**src/rtl/nibble_serial_alu.sv**
```systemverilog
// nibble_serial_alu: 16-bit add/subtract that runs through one 4-bit adder,
// one nibble per cycle, least-significant nibble first.
// Ports:
//   clk, rst          rising-edge clock, async active-high reset
//   start, sub, a, b  request (taken only while idle), op select, operands
//   busy, done        operation in progress / one-cycle completion pulse
//   result            16-bit sum or difference, held until next completion
//   c/v/n/z_flag      carry (no-borrow on sub), signed overflow, sign, zero

// adder_4bit: 4-bit ripple adder with carry-in, carry-out, signed overflow
// and group propagate/generate.
module adder_4bit (
    input  logic [3:0] A,
    input  logic [3:0] B,
    input  logic       C,
    output logic [3:0] Sum,
    output logic       Cout,
    output logic       ovfl,
    output logic       P,
    output logic       G
);
    logic [4:0] w_full;

    assign w_full = 5'(A) + 5'(B) + 5'(C);
    assign Sum    = w_full[3:0];
    assign Cout   = w_full[4];
    // Overflow when both operands share a sign that the sum does not.
    assign ovfl   = (A[3] == B[3]) && (Sum[3] != A[3]);
    assign P      = &(A ^ B);
    assign G      = (A[3] & B[3])
                  | ((A[3] ^ B[3]) & A[2] & B[2])
                  | ((A[3] ^ B[3]) & (A[2] ^ B[2]) & A[1] & B[1])
                  | ((A[3] ^ B[3]) & (A[2] ^ B[2]) & (A[1] ^ B[1]) & A[0] & B[0]);
endmodule

module nibble_serial_alu (
    input  logic        clk,
    input  logic        rst,
    input  logic        start,
    input  logic        sub,
    input  logic [15:0] a,
    input  logic [15:0] b,
    output logic        busy,
    output logic        done,
    output logic [15:0] result,
    output logic        c_flag,
    output logic        v_flag,
    output logic        n_flag,
    output logic        z_flag
);
    localparam int unsigned W  = 16;
    localparam int unsigned NW = 4;

    typedef enum logic [0:0] {S_IDLE, S_RUN} state_t;

    state_t          r_state;
    state_t          w_state_nx;
    logic [1:0]      r_idx;
    logic            r_cy;
    logic [W-1:0]    r_a;
    logic [W-1:0]    r_b;
    logic [W-1:0]    r_work;
    logic [W-1:0]    r_result;
    logic            r_done;
    logic            r_c;
    logic            r_v;
    logic            r_n;
    logic            r_z;
    logic            w_load;
    logic            w_last;
    logic [NW-1:0]   w_a_nib;
    logic [NW-1:0]   w_b_nib;
    logic [NW-1:0]   w_sum;
    logic            w_cout;
    logic            w_ovfl;
    logic [W-1:0]    w_assembled;

    // Select the operand nibbles addressed by the current index.
    assign w_a_nib = NW'(r_a >> {r_idx, 2'b00});
    assign w_b_nib = NW'(r_b >> {r_idx, 2'b00});

    adder_4bit u_adder (
        .A    (w_a_nib),
        .B    (w_b_nib),
        .C    (r_cy),
        .Sum  (w_sum),
        .Cout (w_cout),
        .ovfl (w_ovfl),
        .P    (),
        .G    ()
    );

    // Final nibble is merged directly with the three already written.
    assign w_assembled = {w_sum, r_work[11:0]};

    // State register.
    always_ff @(posedge clk or posedge rst) begin
        if (rst) r_state <= S_IDLE;
        else     r_state <= w_state_nx;
    end

    // Next-state and control decode.
    always_comb begin
        w_state_nx = r_state;
        w_load     = 1'b0;
        w_last     = 1'b0;
        case (r_state)
            S_IDLE: begin
                if (start) begin
                    w_load     = 1'b1;
                    w_state_nx = S_RUN;
                end
            end
            S_RUN: begin
                if (r_idx == 2'd3) begin
                    w_last     = 1'b1;
                    w_state_nx = S_IDLE;
                end
            end
            default: w_state_nx = S_IDLE;
        endcase
    end

    // Operand latch, nibble iteration and completion registers.
    always_ff @(posedge clk or posedge rst) begin
        if (rst) begin
            r_idx    <= 2'd0;
            r_cy     <= 1'b0;
            r_a      <= '0;
            r_b      <= '0;
            r_work   <= '0;
            r_result <= '0;
            r_done   <= 1'b0;
            r_c      <= 1'b0;
            r_v      <= 1'b0;
            r_n      <= 1'b0;
            r_z      <= 1'b0;
        end else begin
            r_done <= w_last;
            if (w_load) begin
                r_a   <= a;
                r_b   <= sub ? ~b : b;
                r_cy  <= sub;
                r_idx <= 2'd0;
            end else if (r_state == S_RUN) begin
                r_work[{r_idx, 2'b00} +: NW] <= w_sum;
                r_cy  <= w_cout;
                r_idx <= r_idx + 2'd1;
                if (w_last) begin
                    r_result <= w_assembled;
                    r_c      <= w_cout;
                    r_v      <= w_ovfl;
                    r_n      <= w_sum[3];
                    r_z      <= (w_assembled == '0);
                end
            end
        end
    end

    assign busy   = (r_state == S_RUN);
    assign done   = r_done;
    assign result = r_result;
    assign c_flag = r_c;
    assign v_flag = r_v;
    assign n_flag = r_n;
    assign z_flag = r_z;
endmodule

```
**config.mk**
```make
export PLATFORM = sky130hd
export DESIGN_NAME = nibble_serial_alu
export DESIGN_NICKNAME = d
export VERILOG_FILES = /design/src/rtl/nibble_serial_alu.sv
export SDC_FILE = /design/constraint.sdc
export NUM_CORES = 1
export LEC_CHECK = 0
export CORE_ASPECT_RATIO = 0.9
export CORE_UTILIZATION = 25
export CTS_BUF_LIST = sky130_fd_sc_hd__clkbuf_2
export DETAILED_ROUTE_END_ITERATION = 10
export HOLD_SLACK_MARGIN = 0.05
export PLACE_DENSITY = 0.43
export SETUP_SLACK_MARGIN = 0.05
export SYNTH_ARGS = -nofsm -noshare
export SYNTH_HDL_FRONTEND = slang
export SYNTH_SLANG_ARGS = --single-unit
```
**constraint.sdc**
```tcl
create_clock -name clk -period 3.4 [get_ports clk]
set_clock_uncertainty 0.1 [all_clocks]
set_input_delay 0.68 -clock clk [delete_from_list [all_inputs] [get_ports clk]]
set_output_delay 0.68 -clock clk [all_outputs]
set_load 0.1 [all_outputs]
```
# Word level (Yosys, flattened, before mapping)
# Index checks and enable logic that the tools add are counted.
# totals
regBits	73
output_inout_bits	22
# op_classes
addsub	4
n_eq_ne	3
n_shift	4
mux	12
bitwise_logic	3
n_reduce_logical	5
# op_table
op	n
16-bit by 4-bit right shift with 4-bit output	2
16-bit bitwise mux	1
16-bit zero test	1
16-bit 2-to-1 mux	1
16-bit NOT	1
4-bit by 6-bit variable shift with 16-bit output, first input constant	1
4-bit by 6-bit indexed part select with 16-bit output	1
1-bit 2-to-1 mux	7
4-bit negation with 6-bit output	1
4-bit by 4-bit adder with 5-bit output	1
5-bit by 1-bit adder with 5-bit output	1
2-bit 2-to-1 mux	2
3-bit AND reduction	1
2-bit by 1-bit adder with 2-bit output, second input constant	1
2-bit == test, second input constant	1
1-bit NOT	2
1-bit case mux with 2 select lines	1
2-bit AND reduction	1
2-bit nonzero test	1
1-bit == test	1
1-bit logical AND	1
1-bit != test	1

# Logic depth before layout (Yosys ltp)
# Gate-level depths: netlist (run 1).
# depth
word_depth	5
depth_mapped	9

# Hierarchy
# Synthesis (run 1) repeated with hierarchy kept, for this count alone.
# hier_totals
hier_cells	256
area_unflattened_um2	3337.0
# by_module_without_submodules
module	n_inst	cells_each	area_each_um2
nibble_serial_alu	1	227	3110.5
adder_4bit	1	29	226.5

# Worst setup path before layout (run 1)
# Ideal clock, no wire load.
# synth_path
kind	register to register
startpoint	reg r_idx[0]
endpoint	reg r_z, in the netlist z_flag
setup_ns	0.069
arrival_ns	2.658
t_required_ns	3.231
path_slack_ns	0.573
path_stages_with_launch	10
n_path_buf	1
cell_sequence	dfrtp_1 -> buf_2 -> mux4_2 -> fa_1 -> inv_1 -> fa_1 -> xor2_1 -> nand4_2 -> nor4_2 -> a22o_1
# synth_between
elab_chain_len	4
elab_cells_between_ends	9
classes_between	add/sub (2); eq/ne (1); shift (2); mux (2); reduce/logical (2)
# synth_lines
element	line_no	source
start: declaration	58	logic [1:0] r_idx;
start signal: assignment	148	r_idx <= r_idx + 2'd1;
16-bit by 4-bit right shift with 4-bit output (tied with other cells)	79	assign w_a_nib = NW'(r_a >> {r_idx, 2'b00});
4-bit by 4-bit adder with 5-bit output or 1-bit 2-to-1 mux (tied branches)	24, 115	
5-bit by 1-bit adder with 5-bit output or 1-bit 2-to-1 mux (tied branches)	24, 107	
16-bit zero test or 3-bit AND reduction (tied branches)	--	
end signal: assignment	154	r_z <= (w_assembled == '0);
end: declaration	68	logic r_z;
# Several ways; a longest one is shown, not always the timed one.
# A chain may end at the register's enable or synchronous reset.

# Worst setup path in the final report (run 1)
# Ends and elaborated chain as after synthesis.

==> results summary, run 1 <==
The element type at the critical path end is a flip-flop. The die boundary width is 119 um. The worst hold path belongs to the class reg2reg.

The count of distinct cell types in the synthesized netlist is 29. The detailed router's first-iteration violation count came out at 93. The number of I/O port buffers is 57. The required time of the critical path is 3780 ps. The proportion of synthesized chip area in sequential cells is 55.2%. The total setup violations reported at the end of the flow is 0.

The global routing usage on met1 came out at 14.9%. The number of diodes is 0. The clock root buffer master is sky130_fd_sc_hd__clkbuf_2. The count of TritonRoute iterations in the first routing pass came out at 4.

For the worst setup path, the data arrival time is 3270 ps. The final routed DRC violation total is 0. The maximum level of the CTS H-tree came out at 3. For met3 alone, demand over resource in global routing was 3.18%. The number of cell rows is 38.

In this run the tightest slew margin relative to its limit is 35.0%. Sorting the synthesized cells by area gives the leading types as sky130_fd_sc_hd__dfrtp_1 55%, sky130_fd_sc_hd__mux2_2 8.4%, sky130_fd_sc_hd__mux4_2 5.8%. The global placer's final weighted congestion is 0.722. The initial antenna violation count came out at 0.

The number of buffers created by CTS is 9. The number of top-level design ports came out at 58. The total via count after detailed routing came out at 2036. The post-synthesis area per instance came out at 12.3 um2. The worst setup slack for register-to-register paths is 510 ps. The library cell used most frequently in the layout, excluding fill and tap cells, is sky130_fd_sc_hd__dfrtp_1. The biggest area consumer among synthesized cells is sky130_fd_sc_hd__dfrtp_1. In this run the most critical hold path is launched from r_b[10]. The cell count after synthesis is 250. The number of warnings printed during yosys synthesis is 0. In this run the critical register-to-register path is captured at z_flag.

For this run, the post-layout net count is 355. The CTS tree is built. The number of failing hold endpoints at the final stage came to 0. Post-CTS repair changed the size of 0 cells. Dividing the detail-routed wire length by the instance count gives 14.1 um.

The number of max-slew violations in the final report was 0. The area enclosed by the die boundary came out at 12800 um2. Based on the critical path, the design can be clocked at up to 0.346 GHz. The CTS clock-pin slew for the worst setup and hold paths is 200 ps.

The global-route met2 utilization came out at 18.6%. Using the TritonRoute via totals, the vias-per-cell ratio works out to 4.30. The area share of the leading cell type in the synthesized netlist came out at 55.2%. In the final layout, the share of cells above drive strength 1 is 23.9%. The global-route wire length before repair is 11300 um. The post-detailed-route count of antenna-violating nets came out at 0. In the layout the commonest cells are 68 x sky130_fd_sc_hd__dfrtp_1, 39 x sky130_fd_sc_hd__nand2_1, 35 x sky130_fd_sc_hd__clkdlybuf4s50_1. The run finished with clean final reports. The maximum fanout along the worst path is 9. The tool flagged a number of max-cap violations equal to 0. The number of setup buffers added after CTS came out at 0. The detailed placement HPWL came out at 4780 um. The startpoint identified for the worst register-to-register timing path is r_idx[0]. Wires add up to 6700 um.

Setup repair after global routing left no endpoint under its margin. The via count of the first global-routing pass is 2199. After floorplanning, the core was sized to cover 12000 um2.

The total routing resource utilization after global routing came out at 11.6%. At the pin with the least slew margin, the transition time is 971 ps. The filler cell count is 1272. The total placed instance area came out at 3780 um2. For this design, the sink count on the clock tree is 68. The total negative setup slack came out at 0 ps. The cell depth of the worst hold path is 2. The post-synthesis instance area is 3080 um2.

The post-route clock period utilization came out at 85.1%. Counting I/O delays and the setup requirement, the final critical path takes 2890 ps. The largest net degree at the start of global routing came out at 49. The residual overflow from global routing is 0. The hold-fix buffer count after cts came out at 0.

The category of the critical setup timing path is reg2reg. When the netlist entered floorplanning its net count stood at 296. In this run the deepest clock path goes through 2 buffers. The clock insertion delay at the later pin of the skew report is 520 ps. The startpoint class of the critical path is a flip-flop. The number of synthesized register bits came out at 68. The initial utilization of the core area, before any placement, comes to 25.6%. The depth of the most critical reg-to-reg path is 8. After global routing, the most crowded layer is met2. The height of the die is 107 um. From synthesis to final layout, the design area changed by 25.6%. The path with the worst hold slack has its endpoint at r_b[10].

The finished cells cover 3870 um2.
[registers in the layout, summed over array words and instances, names as in the netlist]
| register | count |
|---|---|
| done | 1 |
| r_idx | 2 |
| z_flag | 1 |
| c_flag | 1 |
| r_b | 16 |
| result | 16 |
| r_work | 12 |
| busy | 1 |
| v_flag | 1 |
| r_a | 16 |
| r_cy | 1 |
[layer usage]
metal | up-vias | wire [um]
li1 | 982 | -
met1 | 990 | 3200
met2 | 54 | 3110
met3 | 10 | 291
met4 | 0 | 101
met5 | - | 0
[synthesized netlist by cell type]
| cell type | number |
|---|---|
| sky130_fd_sc_hd__xnor2_1 | 16 |
| sky130_fd_sc_hd__buf_4 | 1 |
| sky130_fd_sc_hd__a22o_1 | 2 |
| sky130_fd_sc_hd__dfrtp_1 | 68 |
| sky130_fd_sc_hd__fa_1 | 2 |
| sky130_fd_sc_hd__nand4b_1 | 1 |
| sky130_fd_sc_hd__buf_2 | 5 |
| sky130_fd_sc_hd__nor2b_1 | 3 |
| sky130_fd_sc_hd__or4_1 | 2 |
| sky130_fd_sc_hd__nand3_1 | 1 |
| sky130_fd_sc_hd__a211oi_1 | 1 |
| sky130_fd_sc_hd__o21ai_0 | 20 |
| sky130_fd_sc_hd__nor4_1 | 1 |
| sky130_fd_sc_hd__o21ai_1 | 9 |
| sky130_fd_sc_hd__nand4_2 | 1 |
| sky130_fd_sc_hd__nand2_1 | 39 |
| sky130_fd_sc_hd__a21oi_1 | 3 |
| sky130_fd_sc_hd__nor2_1 | 2 |
| sky130_fd_sc_hd__a21o_1 | 3 |
| sky130_fd_sc_hd__mux2_1 | 5 |
| sky130_fd_sc_hd__nand2b_1 | 1 |
| sky130_fd_sc_hd__nor4_2 | 1 |
| sky130_fd_sc_hd__inv_1 | 9 |
| sky130_fd_sc_hd__o31ai_1 | 5 |
| sky130_fd_sc_hd__xor2_1 | 3 |
| sky130_fd_sc_hd__mux2_2 | 23 |
| sky130_fd_sc_hd__mux4_2 | 8 |
| sky130_fd_sc_hd__ha_1 | 8 |
| sky130_fd_sc_hd__clkbuf_1 | 7 |
[metrics by stage]
stage	instances	setup slack (ps)	hold slack [ps]	util (%)
2_1_floorplan	250	573	345	-
3_3_place_gp	458	558	365	31.4
3_5_place_dp	458	446	368	31.4
4_1_cts	474	444	412	32.2
5_1_grt	474	273	441	32.2
6_report	474	508	403	32.2
[worst max path at each step]
stage                     cells after the start  slack [ps]     start         end
after floorplan                               9         570  r_idx[0]      z_flag
after global placement                        6         560  r_idx[0]  r_work[11]
after detailed placement                      6         450  r_idx[0]  r_work[11]
after CTS                                     6         440  r_idx[0]  r_work[11]
after global routing                          8         270  r_idx[0]      z_flag
final                                         8         510  r_idx[0]      z_flag
[cells by family (layout without fill, tap and decap cells)]
logic type      Yosys count  in the layout  share of synthesized area (%)
mux                      36             36                           16.1
flops                    68             68                           55.2
compound gates           43             43                           7.96
buf+inv                  22             86                           3.01
simple gates             52             52                           7.76
fa+ha+maj                10             10                           4.55
xor+xnor                 19             19                           5.40
[area by class of cell]
cell class	count	area [um2]	area share, %
repair buffers	61	558	14.4
flip-flops and latches	68	1700	44.0
multi-input cells	160	1290	33.3
clock buffers	9	45.0	1.16
well taps	160	200	5.17
inverters	9	33.8	0.873
clock inverters	7	42.5	1.10
[worst max-delay path, stage by stage (launching register included)]
cell and delay, ps:
sky130_fd_sc_hd__dfrtp_1 730, sky130_fd_sc_hd__mux4_2 590, sky130_fd_sc_hd__fa_1 430, sky130_fd_sc_hd__inv_1 90, sky130_fd_sc_hd__fa_1 190, sky130_fd_sc_hd__xor2_1 230, sky130_fd_sc_hd__nand4_2 140, sky130_fd_sc_hd__nor4_2 230
sky130_fd_sc_hd__a22o_1 150
Power of run 1 is left out: the tool's default activity adds up to more than one toggle a clock period on the data nets, which glitch-free logic cannot reach.
==> run 2, diff against run 1 <==
--- a/config.mk
+++ b/config.mk
@@ -6,11 +6,11 @@
 export NUM_CORES = 1
 export LEC_CHECK = 0
 export CORE_ASPECT_RATIO = 0.9
-export CORE_UTILIZATION = 25
+export CORE_UTILIZATION = 40
 export CTS_BUF_LIST = sky130_fd_sc_hd__clkbuf_2
 export DETAILED_ROUTE_END_ITERATION = 10
 export HOLD_SLACK_MARGIN = 0.05
-export PLACE_DENSITY = 0.43
+export PLACE_DENSITY = 0.63
 export SETUP_SLACK_MARGIN = 0.05
 export SYNTH_ARGS = -nofsm -noshare
 export SYNTH_HDL_FRONTEND = slang
==> run 2 against run 1 <==
Cell count is 15% lower. Critical path depth stayed put. Clock-buffer cell count is 2 higher. Sequential share of layout area increased by 0.91 points. Worst setup slack gained 97 ps. Die area is 37% lower. Critical endpoint unchanged. Global-route usage is 5.1 points higher. First-iteration DRC count decreased by 29%. Hold slack better by 9.7 ps. Final area shrank 2.0%. Routed wire length fell by 14%.
==> results summary, run 2 (synthesized netlist as in run 1, its figures left out) <==
The top cell family by delay on the critical path is flip-flops. Traced cell by cell, the critical path runs through mux4_2 -> fa_1 -> inv_1 -> fa_1 -> xor2_1 -> nand4_2 -> nor4_2 -> a22o_1. The slew at the pin closest to its max-slew limit is 869 ps (-103 ps). The final wirelength came out at 5790 um (-14%). The final routed DRC violation total was 0 (unchanged). The critical-path cell with the highest stage delay is sky130_fd_sc_hd__dfrtp_1.

The startpoint class of the critical path is a flip-flop. The post-detailed-route count of antenna-violating nets is 0 (unchanged). The number of failing hold endpoints at the final stage is 0 (unchanged). The area enclosed by the die boundary is 8060 um2 (-37%). In this run the clock root is driven by a sky130_fd_sc_hd__clkbuf_2. The global-route wire length before repair came out at 10200 um (-9.9%). The critical path's largest stage delay is 650 ps (-80 ps). The worst setup slack for register-to-register paths was 600 ps (+100 ps). The fraction of final layout cells sized beyond drive strength 1 is 23.7% (-0.17 points). Compared with the post-synthesis result, the final layout area differs by 23.1%. The total negative setup slack came out at 0 ps (unchanged).

TritonCTS built the clock tree. The most common cell type on the critical path is sky130_fd_sc_hd__fa_1. The library cell used most frequently in the layout, excluding fill and tap cells, is sky130_fd_sc_hd__dfrtp_1. The detailed router's first-iteration violation count is 66 (-29%).

The number of buffers created by CTS is 9 (unchanged). The final critical delay including setup and external delays is 2800 ps (-97.2 ps). The number of gates resized after cts came out at 0 (unchanged).

The number of buffers between clock root and the deepest sink came out at 2 (unchanged). The starting utilization of the core area is 42.4% (+17 points). The via density per instance came out at 4.93 (+15%). The number of buffer and inverter stages on the critical path is 1 (unchanged). The hold path startpoint is result[8]. The total instance count after detailed placement came out at 391 (-15%).

The worst hold path terminates at result[8]. The number of diodes came out at 0 (unchanged). The clock sink total is 68 (unchanged). The number of max-cap violations is 0 (unchanged). The hold-fix buffer count after cts came out at 0 (unchanged). The largest net degree at the start of global routing is 41 (-16%). The area of the core is 7260 um2 (-40%).

The residual overflow from global routing is 0 (unchanged). The count of TritonRoute iterations in the first routing pass came out at 4 (unchanged). The number of setup buffers added after CTS is 0 (unchanged). The category of the critical setup timing path is reg2reg. The element type at the critical path end is a flip-flop.

The CTS clock-pin slew for the worst setup and hold paths was 170 ps (-30 ps). The count of non-filler cells in the finished layout was 405 (-15%). The flow ran to the end, and the final reports show no timing, DRC or antenna violations. The storage element area was 1700 um2 (unchanged). The number of cell rows is 29 (-24%). The number of max-slew violations in the final report came to 0 (unchanged). The area of the multi-input gates came out at 1290 um2 (-0.19%). The initial antenna violation count came to 0 (unchanged).

The height of the die came to 85.3 um (-21%). The via count of the first global-routing pass came out at 2117 (-3.7%). The number of top-level design ports is 58 (unchanged). The final net count is 355 (unchanged). The arrival time at the worst endpoint is 3140 ps (-130 ps).

The depth of the most critical reg-to-reg path came out at 8 (unchanged). Setup repair after global routing left no endpoint under its margin. The filler cell count is 654 (-49%). The clock insertion delay at the later pin of the skew report is 500 ps (-20 ps). The maximum achievable frequency came out at 0.358 GHz (+3.5%).

The cell depth of the worst hold path came out at 1 (-1). The global placer's final weighted congestion is 0.808 (+12%). The die boundary width is 94.5 um (-21%). The required time of the critical path came out at 3750 ps (-30 ps). The final cell utilization of the core was 52.2% (+20 points).

The worst register-to-register path begins at r_idx[1]. The maximum level of the CTS H-tree came to 3 (unchanged). The total routing resource utilization after global routing came out at 16.7% (+5.1 points). The maximum fanout along the worst path came out at 12 (+3). In the layout the commonest cells are 68 x sky130_fd_sc_hd__dfrtp_1, 39 x sky130_fd_sc_hd__nand2_1, 35 x sky130_fd_sc_hd__clkdlybuf4s50_1. The path class of the tightest hold or removal check is reg2reg. The post-route clock period utilization came to 82.2% (-2.9 points). The wire length per cell after detailed routing is 14.3 um (+1.2%). The number of I/O port buffers was 57 (unchanged). The critical register-to-register path endpoint is z_flag. The relative slew slack is 41.9% (+6.9 points).

The detailed placement HPWL came out at 4350 um (-9.0%). The total via count after detailed routing is 1997 (-1.9%). The total setup violations reported at the end of the flow was 0 (unchanged).
[run 2: cell count changes in the layout (fill, tap and decap cells not counted), sizes merged]
cell | previous run | this run
bufinv | 0 | 1
clkbuf | 9 | 11
clkinv | 5 | 2
clkinvlp | 1 | 0
inv | 10 | 9
[run 2: cell type report]
class,count,area share [%]
inverter,9,0.891
timing repair buffer,61,14.7
tap,93,3.07
sequential,68,44.9
clock inverter,3,1.06
multi-input combinational,160,33.9
clock buffer,11,1.45
[run 2: per-stage QoR]
step	area, um2	setup slack (ps)	hold slack [ps]
6_report	3790	605	412
5_1_grt	3790	407	433
4_1_cts	3790	609	419
3_5_place_dp	3700	638	383
3_3_place_gp	3700	713	368
2_1_floorplan	3080	573	345
[run 2: routing by layer]
metal	up-vias	GRT usage, %	wire length [um]
li1	983	-	-
met1	956	22.1	2770
met2	47	26.5	2690
met3	11	4.84	234
met4	0	5.79	97
met5	-	0	0
[run 2: worst max-delay path by stage]
stage | startpoint | depth (start not counted) | endpoint | slack, ps
after global routing | r_idx[0] | 8 | z_flag | 410
final | r_idx[1] | 8 | z_flag | 600
after CTS | r_idx[0] | 8 | z_flag | 610
after detailed placement | r_idx[1] | 8 | z_flag | 640
after global placement | r_idx[0] | 8 | z_flag | 710
after floorplan | r_idx[0] | 9 | z_flag | 570
Power of run 2 is left out for the same reason.
==> run 3, diff against run 2 <==
==> constraint.sdc (replaced) <==
create_clock -name clk -period 2.7 [get_ports clk]
set_clock_uncertainty 0.1 [all_clocks]
set_input_delay 0.54 -clock clk [delete_from_list [all_inputs] [get_ports clk]]
set_output_delay 0.54 -clock clk [all_outputs]
set_load 0.1 [all_outputs]
==> run 3 against run 2 <==
Critical path depth decreased by 1. Clock-buffer cell count is 1 lower. Cell count rose by 1.7%. Non-clock buffer count grew 6. First-iteration DRC count shrank 21%. Highest routed layer unchanged.
==> results summary, run 3 (synthesized netlist as in run 1, its figures left out) <==
The flow ran to the end, and the final reports show no timing, DRC or antenna violations. The final net count is 361 (+1.7%). TritonCTS built the clock tree. The wire length per cell after detailed routing is 14.1 um (-1.6%). The maximum level of the CTS H-tree is 3 (unchanged).

The global placer's final weighted congestion is 0.813 (+0.64%). The total routing resource utilization after global routing is 16.4% (-0.36 points). The residual overflow from global routing is 0 (unchanged).

The required time of the critical path came out at 3010 ps (-740 ps). The post-detailed-route count of antenna-violating nets is 0 (unchanged). The number of cell rows is 29 (unchanged). The detailed router's first-iteration violation count is 52 (-21%). In this run the worst setup path terminates at z_flag. The filler cell count is 670 (+2.4%). The post-route cell area came to 3850 um2 (+1.7%). The height of the die is 85.3 um (unchanged).

The worst setup path is launched from a flip-flop. The number of buffers created by CTS came out at 9 (unchanged). The maximum fanout along the worst path is 6 (-6).

In this run the worst setup path begins at r_idx[0]. Setup repair after global routing left no endpoint under its margin. The die boundary width is 94.5 um (unchanged).

The total placed instance area was 3730 um2 (+1.0%). The number of I/O port buffers is 57 (unchanged). The worst setup slack for register-to-register paths came to 130 ps (-470 ps). The clock sink total is 68 (unchanged).

The fraction of final layout cells sized beyond drive strength 1 is 27.0% (+3.2 points). The final wirelength is 5800 um (+0.10%). In this run the critical register-to-register path is captured at z_flag. The area of the core is 7260 um2 (unchanged).

The CTS clock-pin slew for the worst setup and hold paths came to 190 ps (+20 ps). The number of failing hold endpoints at the final stage is 0 (unchanged). The largest net degree at the start of global routing is 69 (+68%). The number of buffers between clock root and the deepest sink was 2 (unchanged). The arrival time at the worst endpoint is 2880 ps (-260 ps). Leaving out fill and tap cells, the most frequent cell in the layout is sky130_fd_sc_hd__dfrtp_1. The worst register-to-register path begins at r_idx[0].

The final routed DRC violation total is 0 (unchanged). The count of TritonRoute iterations in the first routing pass came out at 4 (unchanged). In the layout the commonest cells are 67 x sky130_fd_sc_hd__dfrtp_1, 39 x sky130_fd_sc_hd__nand2_1, 35 x sky130_fd_sc_hd__clkdlybuf4s50_1. The total via count after detailed routing is 2008 (+0.55%).

The tightest min-delay check is of the in2async type. The slew at the pin closest to its max-slew limit came to 394 ps (-475 ps). The initial antenna violation count is 0 (unchanged). The number of top-level design ports came out at 58 (unchanged). The via density per instance came to 4.87 (-1.2%). The total setup violations reported at the end of the flow came out at 0 (unchanged). The detailed placement HPWL is 4200 um (-3.5%). The maximum achievable frequency is 0.389 GHz (+8.8%). The tree is rooted in a sky130_fd_sc_hd__clkbuf_2.

The number of max-slew violations in the final report was 0 (unchanged). The total negative setup slack is 0 ps (unchanged). The setup path with the least slack is of type reg2reg. The depth of the most critical reg-to-reg path came out at 7 (-1).

The number of diodes came to 0 (unchanged). The final critical delay including setup and external delays came out at 2570 ps (-227 ps). The area enclosed by the die boundary is 8060 um2 (unchanged). The starting utilization of the core area is 42.4% (unchanged). The relative slew slack is 73.5% (+32 points). The global-route wire length before repair came out at 9880 um (-3.2%).

The number of max-cap violations is 0 (unchanged). The via count of the first global-routing pass came out at 1977 (-6.6%). The hold-fix buffer count after cts is 0 (unchanged). The post-route clock period utilization came out at 95.1% (+13 points). The area growth from synthesis to layout is 25.1%. The worst setup path is captured at a flip-flop.

The clock insertion delay at the later pin of the skew report is 510 ps (about the same).
-- run 3: what timing repair did --
action	in CTS	in global routing
endpoints found under the hold margin	0	0
setup endpoints to repair	5	4
resized for setup	2	2
pin swaps	0	1
buffers inserted	0	2
-- run 3: routing by layer --
layer	wire [um]	track usage, %	share of wire [%]
met5	0	0	0
met2	2590	22.7	45
met1	2830	23.6	49
met3	313	6.63	5.4
met4	62	4.96	1.1
-- run 3: cell type report --
cell class,instances,area (um2),share of cell area (%)
clock inverter,5,30.0,0.779
inverter,9,33.8,0.877
tap,93,116,3.02
clock buffer,10,50.0,1.30
multi-input combinational,160,1320,34.2
timing repair buffer,67,603,15.6
sequential,68,1700,44.2
-- run 3: stage by stage --
step	utilization (%)	setup WS, ps	instances	hold slack (ps)
after floorplan	-	77.5	250	345
after global placement	51.5	85.7	395	362
after detailed placement	51.5	52.5	395	380
after CTS	52.7	115	410	270
after global routing	53.1	55.2	412	270
final	53.1	132	412	306
-- run 3: how the worst min path moves through the flow --
stage,start,depth (start not counted),slack (ps),end
finish,rst,3,310,result[4]
global route,rst,3,270,r_a[15]
CTS,rst,3,270,result[4]
detailed placement,r_b[6],2,380,r_b[6]
global placement,r_b[2],2,360,r_b[2]
floorplan,r_b[10],2,340,r_b[10]
-- run 3: critical path, cell delays in order, from the launching register on --
cell,delay (ps)
sky130_fd_sc_hd__dfrtp_2,480
sky130_fd_sc_hd__mux4_2,540
sky130_fd_sc_hd__fa_1,420
sky130_fd_sc_hd__inv_1,80
sky130_fd_sc_hd__fa_1,500
sky130_fd_sc_hd__nand4_2,130
sky130_fd_sc_hd__nor4_2,50
sky130_fd_sc_hd__a22o_1,190
Power of run 3 is left out for the same reason.
